### src/rtl/serial_adder_unit.sv
// Bit-serial add/subtract unit that drives one full-adder cell per clock, LSB first.
// Define SERIAL_ADDER_FLAGS_EN to add the registered zero/sign/overflow status ports.
module serial_adder_unit #(
   parameter int WIDTH = 32
) (
   input  logic             clk,
   input  logic             rst,
   input  logic             start_i,
   input  logic             sub_i,
   input  logic [WIDTH-1:0] a_i,
   input  logic [WIDTH-1:0] b_i,
   output logic             busy_o,
   output logic             done_o,
   output logic [WIDTH-1:0] result_o,
`ifdef SERIAL_ADDER_FLAGS_EN
   output logic             zero_o,
   output logic             sign_o,
   output logic             overflow_o,
`endif
   output logic             carry_out_o
);

   localparam int CW = (WIDTH > 1) ? $clog2(WIDTH) : 1;
   localparam logic [CW-1:0] LAST_BIT = CW'(WIDTH - 1);

   typedef enum logic [1:0] {
      IDLE,
      RUN,
      DONE
   } state_t;

   state_t           state_q, state_d;
   logic [WIDTH-1:0] shiftA_q, shiftA_d;
   logic [WIDTH-1:0] shiftB_q, shiftB_d;
   logic [WIDTH-1:0] accum_q, accum_d;
   logic [WIDTH-1:0] result_q, result_d;
   logic [CW-1:0]    count_q, count_d;
   logic             carry_q, carry_d;
   logic             carryOut_q, carryOut_d;
   logic             sumBit;
   logic             coutBit;
   logic [WIDTH-1:0] nextAccum;

`ifdef SERIAL_ADDER_FLAGS_EN
   logic zero_q, zero_d;
   logic sign_q, sign_d;
   logic overflow_q, overflow_d;
`endif

   // The single full-adder cell shared by every bit position.
   always_comb begin
      sumBit    = shiftA_q[0] ^ shiftB_q[0] ^ carry_q;
      coutBit   = (shiftA_q[0] & shiftB_q[0]) | (carry_q & (shiftA_q[0] ^ shiftB_q[0]));
      nextAccum = {sumBit, accum_q[WIDTH-1:1]};
   end

   // Next-state logic; subtraction is a + ~b with the carry flop preset to 1.
   always_comb begin
      state_d    = state_q;
      shiftA_d   = shiftA_q;
      shiftB_d   = shiftB_q;
      accum_d    = accum_q;
      result_d   = result_q;
      count_d    = count_q;
      carry_d    = carry_q;
      carryOut_d = carryOut_q;
`ifdef SERIAL_ADDER_FLAGS_EN
      zero_d     = zero_q;
      sign_d     = sign_q;
      overflow_d = overflow_q;
`endif
      case (state_q)
         IDLE: begin
            if (start_i) begin
               shiftA_d = a_i;
               shiftB_d = sub_i ? ~b_i : b_i;
               carry_d  = sub_i;
               count_d  = '0;
               accum_d  = '0;
               state_d  = RUN;
            end
         end
         RUN: begin
            accum_d  = nextAccum;
            shiftA_d = {1'b0, shiftA_q[WIDTH-1:1]};
            shiftB_d = {1'b0, shiftB_q[WIDTH-1:1]};
            carry_d  = coutBit;
            count_d  = count_q + CW'(1);
            if (count_q == LAST_BIT) begin
               result_d   = nextAccum;
               carryOut_d = coutBit;
`ifdef SERIAL_ADDER_FLAGS_EN
               // On the last bit, SA[0]/SB[0] are the operand MSBs and sumBit is the result MSB.
               zero_d     = (nextAccum == '0);
               sign_d     = sumBit;
               overflow_d = (shiftA_q[0] == shiftB_q[0]) && (sumBit != shiftA_q[0]);
`endif
               state_d    = DONE;
            end
         end
         DONE: begin
            state_d = IDLE;
         end
         default: begin
            state_d = IDLE;
         end
      endcase
   end

   // State and datapath registers; reset aborts any operation in flight.
   always_ff @(posedge clk or posedge rst) begin
      if (rst) begin
         state_q    <= IDLE;
         shiftA_q   <= '0;
         shiftB_q   <= '0;
         accum_q    <= '0;
         result_q   <= '0;
         count_q    <= '0;
         carry_q    <= 1'b0;
         carryOut_q <= 1'b0;
      end else begin
         state_q    <= state_d;
         shiftA_q   <= shiftA_d;
         shiftB_q   <= shiftB_d;
         accum_q    <= accum_d;
         result_q   <= result_d;
         count_q    <= count_d;
         carry_q    <= carry_d;
         carryOut_q <= carryOut_d;
      end
   end

`ifdef SERIAL_ADDER_FLAGS_EN
   always_ff @(posedge clk or posedge rst) begin
      if (rst) begin
         zero_q     <= 1'b0;
         sign_q     <= 1'b0;
         overflow_q <= 1'b0;
      end else begin
         zero_q     <= zero_d;
         sign_q     <= sign_d;
         overflow_q <= overflow_d;
      end
   end

   assign zero_o     = zero_q;
   assign sign_o     = sign_q;
   assign overflow_o = overflow_q;
`endif

   assign busy_o      = (state_q == RUN);
   assign done_o      = (state_q == DONE);
   assign result_o    = result_q;
   assign carry_out_o = carryOut_q;

endmodule
### config.mk
export PLATFORM = sky130hd
export DESIGN_NAME = serial_adder_unit
export DESIGN_NICKNAME = d
export VERILOG_FILES = /design/src/rtl/serial_adder_unit.sv
export SDC_FILE = /design/constraint.sdc
export NUM_CORES = 1
export LEC_CHECK = 0
export CAP_MARGIN = 20
export CORE_MARGIN = 5
export CORE_UTILIZATION = 48
export CTS_CLUSTER_DIAMETER = 80
export DETAILED_ROUTE_END_ITERATION = 8
export HOLD_SLACK_MARGIN = 0.06
export PLACE_DENSITY = 0.76
export SYNTH_ARGS = -nofsm -noshare
export SYNTH_HDL_FRONTEND = slang
export SYNTH_SLANG_ARGS = --single-unit
export TNS_END_PERCENT = 1
### constraint.sdc
create_clock -name clk -period 3.75 [get_ports clk]
set_clock_uncertainty 0.05 [all_clocks]
set_input_delay 0.375 -clock clk [delete_from_list [all_inputs] [get_ports clk]]
set_output_delay 0.375 -clock clk [all_outputs]
set_load 0.05 [all_outputs]
# Word-level counts from Yosys, hierarchy flattened
# Cells that the tools add are included.
dict set report word_totals {
  input_bits 68
  regBits 137
  word_cells 39
}
dict set report op_classes {
  mux 14
  bitwise_logic 6
  n_addsub 1
  n_eq_ne 5
  n_reduce_logical 5
}
# op n
set op_table {}
lappend op_table {{$pmux 32 s2} 3}
lappend op_table {{$mux 32} 4}
lappend op_table {{$not 32->32} 1}
lappend op_table {{$pmux 5 s2} 1}
lappend op_table {{$reduce_and 2->1} 3}
lappend op_table {{$add 5x1->5 const B} 1}
lappend op_table {{$eq 5x5->1 const B} 1}
lappend op_table {{$mux 5} 1}
lappend op_table {{$mux 2} 2}
lappend op_table {{$pmux 2 s2} 1}
lappend op_table {{$and 1x1->1} 2}
lappend op_table {{$eq 2x1->1 const B} 1}
lappend op_table {{$eq 2x2->1 const B} 1}
lappend op_table {{$logic_not 2->1} 1}
lappend op_table {{$ne 2x1->1 const B} 1}
lappend op_table {{$ne 2x2->1 const B} 1}
lappend op_table {{$pmux 1 s2} 1}
lappend op_table {{$reduce_bool 2->1} 1}
lappend op_table {{$xor 1x1->1} 2}
lappend op_table {{$mux 1} 1}
lappend op_table {{$or 1x1->1} 1}

# Depth between registers and ports, before layout
# Gate-level depths: netlist of run 1.
dict set report logic_depth {
  word_depth 4
  depth_mapped 6
  mapped_depth_nobuf 5
}

# Worst setup path after synthesis of run 1
# Ideal clock, no wire load.
dict set report synth_timing {
  path_kind {reg-to-output}
  start {register state_q[1]}
  end {output port done_o}
  path_slack_ns 1.755
  stages_incl_launch_ff 4
  required_time_ns 3.325
  n_path_buf 2
  arrival_ns 1.570
  path_cell_list {dfrtp_1 > buf_2 > buf_1 > nor2b_1}
}
dict set report synth_between {
  elab_chain_cells 1
}
# item line
set synth_rtl {}
lappend synth_rtl {{start: declaration} 32} ;# state_t state_q, state_d;
lappend synth_rtl {{start signal: assignment} 122} ;# state_q <= state_d;
lappend synth_rtl {{$eq 2x2->1} 152} ;# assign done_o = (state_q == DONE);
lappend synth_rtl {{end: declaration} 13} ;# output logic done_o,
# Every way passes these cells.

# Final worst setup path of run 1
dict set report layout_timing {
  start {register state_q[1]}
  end {output port busy_o}
}
dict set report layout_between {
  elab_chain_cells 1
}
# item line
set layout_rtl {}
lappend layout_rtl {{$eq 2x1->1} 151} ;# assign busy_o = (state_q == RUN);
lappend layout_rtl {{end: declaration} 12} ;# output logic busy_o,
# Every way passes these cells.

==> results by group, run 1 <==
Yosys
  – Synth Warn #: 0
  – Syn Std Cell Area: 0.00624 mm2
  – Top post-synthesis cells by area: dfrtp_1, mux2_2, a221o_1
  – Cells after synthesis: 532
  – Mean post-synth cell area: 11.7 um2
  – Synthesis-stage register bit count: 136
  – Net Count, Synth: around 600
  – Register area share after synthesis: 0.545
  – Netlist cell types: 26
  – Top-area cell type share of the netlist area: 0.545
  – Area leader, netlist: dfrtp_1

Cells and area
  – Fillers: approximately 1,000
  – Non-Filler Instances: around 800
  – Most common cell after layout, fill and taps aside: dfrtp_1
  – Area Growth Syn to Fin: 27.2%
  – Design area: between 0.007 and 0.008 mm2
  – Most frequent cells in the layout: dfrtp_1, clkdlybuf4s50_1
  – Share of layout cells above drive strength 1: 0.134
  – Nets: 683
  – Ant. Diodes: 0

Setup path
  – CP Data Required Time: 3.32 ns
  – FF-to-FF End: result_o[19]
  – Reg2Reg Depth: 4
  – Startpoint types: register
  – Crit path DAT: 2.45 ns
  – R2R Setup Slk: approximately 0.94 ns
  – Slowest-stage cell, CP: clkdlybuf4s50_1
  – CP Launch Point: state_q[1]
  – Worst Path Max Fanout: 35
  – CP cell instances: and2b_4 -> clkdlybuf4s50_1
  – Critical Path Max Stage Delay: 0.88 ns
  – CP Capture Type: output port
  – Critical path type: reg2out
  – Reg2Reg Launch Point: state_q[1]

STA
  – Setup violators final: 0
  – Unrepaired setup endpoints after global routing: no
  – Hold Fails Final Rpt: 0
  – Slew headroom: 0.409
  – Fmax: 0.347 GHz
  – Hold Slack: 0.235 ns
  – Final period util: 0.768
  – Fin crit period: about 2.9 ns
  – Max Slew Vio Count: 0
  – Setup TNS: 0 ns
  – Worst-margin pin slew: 0.887 ns

Routing
  – Routed Antenna Nets: 0
  – DRT iter0 DRCs: about 380
  – Via count: 4,516
  – Post-Route WL: 13,700 um
  – Avg WL per Cell: 17.2 um
  – Via/cell ratio: 5.67
  – Detailed Routing Iterations Pass 1: 4
  – DRC violations left: 0

Worst hold path
  – Hold Crit Class: in2async

Power and ir drop
  – PD cells: 801 mW/mm2
  – Power consumption: around 0.0064 W
  – Worst vdd ir: 0.510 mV
  – Static Leak: 3.40 nW

Placed design
  – GPL Wtd Cong: slightly below 0.8
  – Placed inst area: 0.00731 mm2
  – HPWL after DPL: between 8000 and 9000 um
  – Port Buffers: 102
  – Inst Count DP: around 760

Clock tree
  – Setup bufs post-CTS: 0
  – CTS Root Cell: clkbuf_16
  – Post_cts resized: 0
  – CTS Buf Count: 17
  – CTS tree: done
  – # hold bufs at CTS: 0
  – Clk Latency, worst-skew pair: 0.41 ns
  – CTS Buffer Depth: 2
  – CTS clk-pin slew, worst paths: 0.06 ns
  – CTS Sinks: 136
  – Htree depth: 4

Floorplan
  – Die ar.: around 0.015 mm2
  – Row count: between 40 and 50
  – Die height: 124 um
  – Core area: 0.0127 mm2
  – Initial cell density of the core: 0.493
  – I/O Pins: 103
  – Chip width: 124 um

Global routing
  – Antenna violations before repair: 0
  – First-pass GRT wire length: about 23,000 um
  – Total grt overflow: 0
  – GR Util All Layers: 0.188
  – Largest net degree at the start of global routing: 74
  – Vias in the first global route: between 4,000 and 5,000

Run
  – # Max-Cap Violations: 0

Outcome
  – Status: complete, no violations
## where the power goes
part / leakage (nW) / switching, W / internal, W / total (W)
sequential: 1.80 / 0.000444 / 0.00204 / 0.00248
combinational: 1.31 / 0.00121 / 0.000984 / 0.00219
clock: 0.292 / 0.000610 / 0.00108 / 0.00169
## worst max-delay path by stage
stage,end,slack [ns]
floorplan,accum_q[10],1.63
global placement,result_o[26],0.99
detailed placement,result_o[1],0.91
CTS,busy_o,0.85
global route,result_o[14],0.75
finish,busy_o,0.87
## synthesized netlist by cell type, drive strengths merged
master and number:
dfrtp 136, and3 1, clkbuf 18, buf 33
nand4 1, mux2i 2, o32ai 31, inv 35
or3b 1, ha 2, fa 1, xnor2 32
a21oi 34, mux2 34, and2b 1, nor2b 34
a22o 33, o21bai 1, a221o 31, o21ai 34
nand2 5, a22oi 32
## sequential cells by signal, indices dropped and copies added (netlist names)
signal	flops
carry_out_o	1
result_o	32
carry_q	1
shiftA_q	32
accum_q	31
state_q	2
count_q	5
shiftB_q	32
## routing by layer
metal / vias up / part of all wire / global-route usage
li1: 2117 / - / -
met1: 2254 / 0.45 / 0.255
met2: 125 / 0.49 / 0.292
met3: 20 / 0.041 / 0.0409
met4: 0 / 0.021 / 0.0828
met5: - / 0 / 0
## stage by stage
stage	util	setup slack, ns
floorplan	-	1.63
global placement	0.577	0.988
detailed placement	0.577	0.909
CTS	0.624	0.847
global route	0.627	0.752
finish	0.627	0.872
## area by class of cell
cell class / count / area [um2] / area share
inverter: 35 / 135 / 0.0170
multi-input combinational: 310 / 2460 / 0.310
clock inverter: 12 / 150 / 0.0189
timing repair buffer: 112 / 1120 / 0.141
sequential: 136 / 3410 / 0.429
clock buffer: 20 / 457 / 0.0575
tap: 172 / 215 / 0.0271
## logic make-up (layout without fill, tap and decap cells)
logic type / after synthesis / after routing / synth area share
compound gates: 196 / 196 / 0.234
flops: 136 / 136 / 0.545
buf+inv: 86 / 179 / 0.0623
simple gates: 43 / 43 / 0.0421
mux: 36 / 36 / 0.0645
xor+xnor: 32 / 32 / 0.0449
fa+ha+maj: 3 / 3 / 0.00722
## worst max-delay path: cells and delay by family, from the launching register on
family        cells  cell delay, ns
simple gates      1            0.53
flops             1            0.63
buf+inv           1            0.88
Note: power is estimated with default switching activity, not from simulation.
==> run 2, diff against run 1 <==
- clock period: 3.75 -> 2.51 ns (I/O delays scaled with it)
==> results by group, run 2 (same netlist as run 1, synthesis figures left out) <==
Outcome
  – Status: complete, no violations

Routing
  – Detailed Routing Iterations Pass 1: 5 (+1)
  – Routed Antenna Nets: 0 (unchanged)
  – Via/cell ratio: 5.73 (+1.1%)
  – Post-Route WL: 13,800 um (+0.58%)
  – DRC violations left: 0 (unchanged)
  – Via count: 4,593 (+1.7%)
  – DRT iter0 DRCs: 459 (+20%)
  – Avg WL per Cell: 17.2 um (about the same)

Placed design
  – DP Worst Slack: 0.495 ns (-0.414 ns)
  – GPL Wtd Cong: 0.811 (+2.0%)
  – HPWL after DPL: 8530 um (-1.5%)
  – Port Buffers: 102 (unchanged)

Clock tree
  – CTS Root Cell: clkbuf_16
  – CTS clk-pin slew, worst paths: 0.06 ns (about the same)
  – CTS Sinks: 136 (unchanged)
  – CTS Buf Count: 17 (unchanged)
  – Post_cts resized: 0 (unchanged)
  – Htree depth: 4 (unchanged)
  – CTS tree: done
  – # hold bufs at CTS: 0 (unchanged)
  – Clk Latency, worst-skew pair: 0.41 ns (about the same)
  – CTS Buffer Depth: 2 (unchanged)
  – Setup bufs post-CTS: 0 (unchanged)

Setup path
  – Startpoint types: register
  – CP Capture Type: register
  – R2R Setup Slk: 0.46 ns (-0.48 ns)
  – Crit path DAT: 2.29 ns (-0.16 ns)
  – Worst Path Max Fanout: 34 (-2.9%)
  – Critical path type: reg2reg
  – CP Data Required Time: 2.75 ns (-0.57 ns)

STA
  – Max Slew Vio Count: 0 (unchanged)
  – Fin crit period: 2.05 ns
  – Slew headroom: 0.633 (+0.225)
  – PnR worst setup slack: 0.459 ns (-0.412 ns)
  – Fmax: 0.488 GHz
  – Hold Fails Final Rpt: 0 (unchanged)
  – Setup violators final: 0 (unchanged)
  – Final period util: 0.817
  – Worst-margin pin slew: 0.550 ns (-0.337 ns)
  – Unrepaired setup endpoints after global routing: no
  – Setup TNS: 0 ns (unchanged)

Power and ir drop
  – Worst vdd ir: 0.759 mV (+49%)
  – PD cells: 1160 mW/mm2 (+45%)
  – Static Leak: 3.42 nW (+0.47%)
  – Power consumption: 0.00926 W (+46%)

Cells and area
  – Nets: 689 (+0.88%)
  – Ant. Diodes: 0 (unchanged)
  – Most common cell after layout, fill and taps aside: dfrtp_1
  – Fillers: 976 (-6.2%)
  – Share of layout cells above drive strength 1: 0.144 (+0.0100)
  – Most frequent cells in the layout: dfrtp_1, clkdlybuf4s50_1
  – Area Growth Syn to Fin: 27.4%

Floorplan
  – Die ar.: 0.0154 mm2 (unchanged)
  – I/O Pins: 103 (unchanged)
  – Core area: 0.0127 mm2 (unchanged)
  – Die height: 124 um (unchanged)
  – Row count: 41 (unchanged)
  – Chip width: 124 um (unchanged)
  – Initial cell density of the core: 0.493 (unchanged)

Global routing
  – First-pass GRT wire length: 22,900 um (+0.12%)
  – Largest net degree at the start of global routing: 102 (+38%)
  – GR Util All Layers: 0.188 (about the same)
  – Vias in the first global route: 4,591 (-1.0%)
  – Total grt overflow: 0 (unchanged)
  – Antenna violations before repair: 0 (unchanged)

Worst hold path
  – Hold Crit Class: in2async

Run
  – # Max-Cap Violations: 0 (unchanged)
[run 2: changes by cell type in the layout (fill, tap and decap cells not counted), sizes merged]
cell	change
buf	+8
bufinv	-3
clkdlybuf4s50	-2
clkinv	+2
inv	+2
clkbuf	-1
clkinvlp	-1
[run 2: through the flow]
step	std cells	util	hold slack, ns	cell area, um2
6_report	802	0.628	0.268	7950
5_1_grt	802	0.628	0.301	7950
4_1_cts	801	0.625	0.277	7930
3_5_place_dp	770	0.583	0.436	7380
3_3_place_gp	770	0.583	0.416	7380
2_1_floorplan	532	-	0.342	6250
[run 2: layer usage]
layer | vias to the layer above | GRT usage | share of wire
met5 | - | 0 | 0
met4 | 0 | 0.0637 | 0.016
met3 | 17 | 0.0454 | 0.048
met2 | 113 | 0.306 | 0.50
met1 | 2319 | 0.248 | 0.44
li1 | 2144 | - | -
[run 2: worst paths after layout]
check | start | to | cells past startpoint
worst max-delay path | count_q[0] | result_o[3] | 6
worst min-delay path | rst | accum_q[2] | 3
worst max register to register | count_q[0] | result_o[3] | 6
worst min register to register | count_q[3] | count_q[3] | 1
max in group asynchronous | rst | state_q[1] | 3
min in group clk | a_i[13] | shiftA_q[13] | 3
[run 2: area by class of cell]
type                       count  area, um2  share of cell area
sequential                   136       3410               0.428
clock inverter                12       98.8              0.0124
timing repair buffer         118       1200               0.150
inverter                      35        135              0.0170
multi-input combinational    310       2460               0.309
clock buffer                  19        443              0.0557
tap                          172        215              0.0271
[run 2: where the power goes]
group	switching [W]	leakage (nW)	internal, W
sequential	0.000619	1.80	0.00304
clock	0.000944	0.260	0.00130
combinational	0.00185	1.36	0.00151
[run 2: critical path: stages (launching register included)]
cell,delay [ns]
dfrtp_1,0.40
ha_1,0.23
and3_1,0.19
ha_1,0.19
nand2_2,0.06
buf_4,0.38
mux2_2,0.40
==> patch 1 (config.mk and constraints of run 2) <==
Encoding of `state_t`: now one-hot (3 bits for 3 states).
--- a/src/rtl/serial_adder_unit.sv
+++ b/src/rtl/serial_adder_unit.sv
@@ -25,6 +25,6 @@
 
-   typedef enum logic [1:0] {
-      IDLE,
-      RUN,
-      DONE
+   typedef enum logic [2:0] {
+      IDLE = 3'b001,
+      RUN  = 3'b010,
+      DONE = 3'b100
    } state_t;
Formal check against the unedited RTL: same outputs for any inputs over 10 cycles, from zero or initial values and one cycle with rst high; not proved beyond that.
==> patch 1 against run 2 <==
Critical path depth fell by 4; combinational power decreased by 41%; total power is 17% lower; worst setup slack worse by 140 ps; sequential cell count grew 1; global-route usage fell by 2.4 points; area after synthesis decreased by 3.9%; wire length down 16%; final area is 3.0% lower; die area down 3.6%; critical path type is now register to primary output; largest cell class unchanged; largest power group unchanged.
==> patch 1: results (changes against run 2) <==
DR WL met3 499 um (-25%); share of cells above drive strength 1 0.08319 (-0.06125); library cells used by synthesis 30 (+15%); routability cong. 0.7693 (-5.1%); initial DRC count 289 (-37%); vias in the first global route 4018 (-12%); HPWL after detailed placement 7252 um (-15%); pin slew with the least headroom to its limit 686.4 ps (+136.2 ps); Post-DP Area 7104 um2 (-3.8%); sequential area share after synthesis 0.5720 (+0.02680); top_reg_cell synth dfrtp_1; dpl ws 297.5 ps (-197.1 ps); CP top delay family buffers and inverters; first-pass GRT wire length 19360 um (-16%); GRT Overall Usage 0.1639 (-0.02412); largest net degree at the start of global routing 138 (+35%); CP peak stage delay 830 ps (+430 ps); synth top area cells dfrtp_1 57%, mux2i_1 11%, mux2_1 6.2%; critical path's slowest cell clkdlybuf4s50_1; via count 3819 (-17%); final net count 647 (-6.1%); critical path arrival 1890 ps (-400 ps); wire per inst 15.19 um (-11%); outcome completed; Post-synth ARST share 1.000 (unchanged); leakage 3.413 nW (about the same); top cells by count, synth 136 x dfrtp_1, 65 x mux2i_1, 64 x nand2_1, 56 x o21ai_1, 34 x a22o_1; routed wl met2 5416 um (-21%); Post-Syn Nets 555 (-8.0%); M1 WL 5426 um (-9.5%); VDD IR max 0.4082 mV (-46%); Crit Path Max Fanout 3 (-91%); TritonRoute pass-1 iters 4 (-1)
patch 1: cell types whose count changed after synthesis, moves of 32 or more:
cell,before,now
a22oi_1,32,0
mux2_1,0,33
mux2i_1,2,65
a21oi_1,34,0
nand2_1,4,64
inv_1,35,2
mux2_2,34,2
o21ai_1,0,56
nor2b_1,34,0
patch 1: final timing paths:
check	slack [ps]	cells after the start	from	endpoint
worst max-delay path	320	2	state_q[2]	done_o
worst min-delay path	360	3	rst	shiftA_q[24]
worst max register to register	520	5	state_q[2]	shiftB_q[11]
worst min register to register	430	2	shiftB_q[15]	shiftB_q[14]
max in group asynchronous	1560	3	rst	accum_q[3]
min in group clk	400	3	sub_i	carry_q
patch 1: kinds of logic (layout without fill, tap and decap cells):
logic type / Yosys count / count (layout) / synth area share
xor gates and xnor gates: 33 / 33 / 0.04821
AOI/OAI and AO/OA: 99 / 99 / 0.1048
buffers and inverters: 39 / 144 / 0.04194
muxes: 100 / 100 / 0.1742
DFF: 137 / 137 / 0.5720
adders and majority gates: 3 / 3 / 0.007512
and+or+nand+nor: 73 / 73 / 0.05134
patch 1: layout make-up:
class,instances,area [um2]
Timing Repair Buffer,110,1124
Sequential cell,137,3430
Fill cell,935,4397
Inverter,2,11.26
Tap cell,168,210.2
Clock buffer,18,439.2
Multi-Input combinational cell,308,2330
Clock inverter,14,171.4
patch 1: per-layer routing:
metal,GRT usage,vias to the layer above
met5,0,-
li1,-,1873
met2,0.2597,75
met1,0.2172,1857
met4,0.06092,0
met3,0.04364,14
patch 1: power by group:
group          internal (W)  switching (W)
clock               0.00159       0.000949
sequential          0.00282       0.000332
combinational      0.000896        0.00108
total               0.00531        0.00237
patch 1: tightest hold or removal path, cell delays in order:
cell and delay (ps):
clkdlybuf4s50_1 440, clkinvlp_4 90, buf_12 530
patch 1: through the flow:
stage / hold slack [ps] / instances / util
after floorplan: 357.3 / 484 / -
after global placement: 410.8 / 725 / 0.5866
after detailed placement: 425.0 / 725 / 0.5866
after CTS: 386.3 / 757 / 0.6370
after global routing: 437.1 / 757 / 0.6370
final: 359.8 / 757 / 0.6370
==> patch 2 (flow settings as in run 2) <==
Made on the original files. Build with the macro `SERIAL_ADDER_FLAGS_EN` defined.
--- a/src/rtl/serial_adder_unit.sv
+++ b/src/rtl/serial_adder_unit.sv
@@ -2,2 +2,4 @@
 // Define SERIAL_ADDER_FLAGS_EN to add the registered zero/sign/overflow status ports.
+`define SERIAL_ADDER_FLAGS_EN
+
 module serial_adder_unit #(
Function (old outputs only; new: overflow_o, sign_o and zero_o): kept (Yosys induction, for registers that start in step).
==> patch 2 against run 2 <==
Worst setup slack worse by 270 ps; wire length increased by 11%; final area up 4.6%; sequential cell count increased by 2; area after synthesis is 6.0% higher; count of clock-buffer cells in the layout unchanged; critical endpoint is now done_o; total power increased by 7.7%.
==> patch 2: results (changes against run 2) <==
EDFF count, synth 0 (unchanged); min-delay worst type input port to async pin; relative slew slack 0.4016 (-0.2317); Crit Path Max Fanout 17 (-50%); Avg Vias per Cell 5.855 (+2.2%); number of H-tree levels 4 (unchanged); TritonRoute pass-1 iters 7 (+2); first-pass GRT wire length 25480 um (+11%); clock period minus worst slack 2322 ps (+271.3 ps); crit path from state_q[1]; worst reg2reg path endpoint result_o[21]; library cells used by synthesis 32 (+23%); I/O Buffers 105 (+2.9%); diode count 0 (unchanged); wire per inst 17.73 um (+3.4%); largest net degree at the start of global routing 139 (+36%); share of cells above drive strength 1 0.1287 (-0.01579); synth top area cells dfrtp_1 52%, a22oi_1 6.9%, nor2b_1 5.4%; yosys warns 0 (unchanged); clock buffer count from CTS 17 (unchanged); Reg clk slew, reported paths 60 ps (about the same); leakage 3.681 nW (+7.8%); Residual DRC 0 (unchanged); sequential area share after synthesis 0.5220 (-0.02316); crit path to done_o; PostCTS Resize Cnt 0 (unchanged); routability cong. 0.7781 (-4.0%); top_reg_cell synth dfrtp_1; Post-Syn Nets 661 (+9.6%); r2r setup slk 450 ps; clk buf depth 2 (unchanged); Fillers 1083 (+11%); Post-synth ARST share 1.000 (unchanged); final net count 744 (+8.0%); GRT Overall Usage 0.1925 (+0.004489); dpl ws 472.6 ps (-22.03 ps); outcome completed; critical path arrival 2020 ps (-270 ps); top cells by count, synth 138 x dfrtp_1, 66 x a21oi_1, 61 x a22oi_1, 61 x o21ai_0, 57 x nor2b_1; postcts setup bufs 0 (unchanged); initial DRC count 512 (+12%); initial antenna violation count 0 (unchanged); Register-to-Register Path Depth 6 (unchanged); vias in the first global route 4989 (+8.7%); Root Driver clkbuf_16; worst-skew pair later-pin latency 420 ps; VDD IR max 0.4402 mV (-42%); HPWL after detailed placement 9701 um (+14%); RR Startpoint count_q[0]; Hold WS 340.3 ps (+71.89 ps)
[patch 2: cell count changes after synthesis, moves of 29 or more]
cell            run 2  this run
a21oi_1            34        66
xor2_1              0        32
a221o_1            31         0
inv_1              35         4
o32ai_1            31         0
xnor2_1            32         1
a22oi_1            32        61
[patch 2: worst max-delay path, stage by stage, from the launching register on]
cell and delay [ps]:
dfrtp_2 580, nor2b_1 200, clkdlybuf4s50_1 820
[patch 2: cell type report]
class	count	area (um2)	share of cell area
Multi-Input combinational cell	393	2838	0.3411
Tap cell	176	220.2	0.02647
Sequential cell	138	3456	0.4154
Timing Repair Buffer	118	1199	0.1441
Clock buffer	19	442.9	0.05324
Clock inverter	12	145.1	0.01745
Inverter	4	18.77	0.002256
[patch 2: where the power goes]
group | switching (W) | internal, W
combinational | 0.00200 | 0.00165
clock | 0.000983 | 0.00150
sequential | 0.000748 | 0.00310
[patch 2: per-layer routing]
layer  GRT usage  vias up  routed length [um]
li1            -     2305                   -
met1      0.2611     2520                6569
met2      0.3041      183                7476
met3     0.05301       27                 942
met4     0.05678        0                 263
met5           0        -                   0
[patch 2: cell families after synthesis]
| kind of cell | Yosys count | share of synthesized area |
|---|---|---|
| buf+inv | 58 | 0.05069 |
| mux | 37 | 0.07112 |
| fa+ha+maj | 4 | 0.008701 |
| flops | 138 | 0.5220 |
| compound gates | 229 | 0.2168 |
| xor+xnor | 33 | 0.04369 |
| simple gates | 90 | 0.08701 |
[patch 2: metrics by stage]
step | utilization | instance area, um2 | instances
after global routing | 0.6208 | 8319 | 860
after floorplan | - | 6619 | 589
after global placement | 0.5769 | 7731 | 829
after CTS | 0.6208 | 8319 | 860
after detailed placement | 0.5769 | 7731 | 829
final | 0.6208 | 8319 | 860
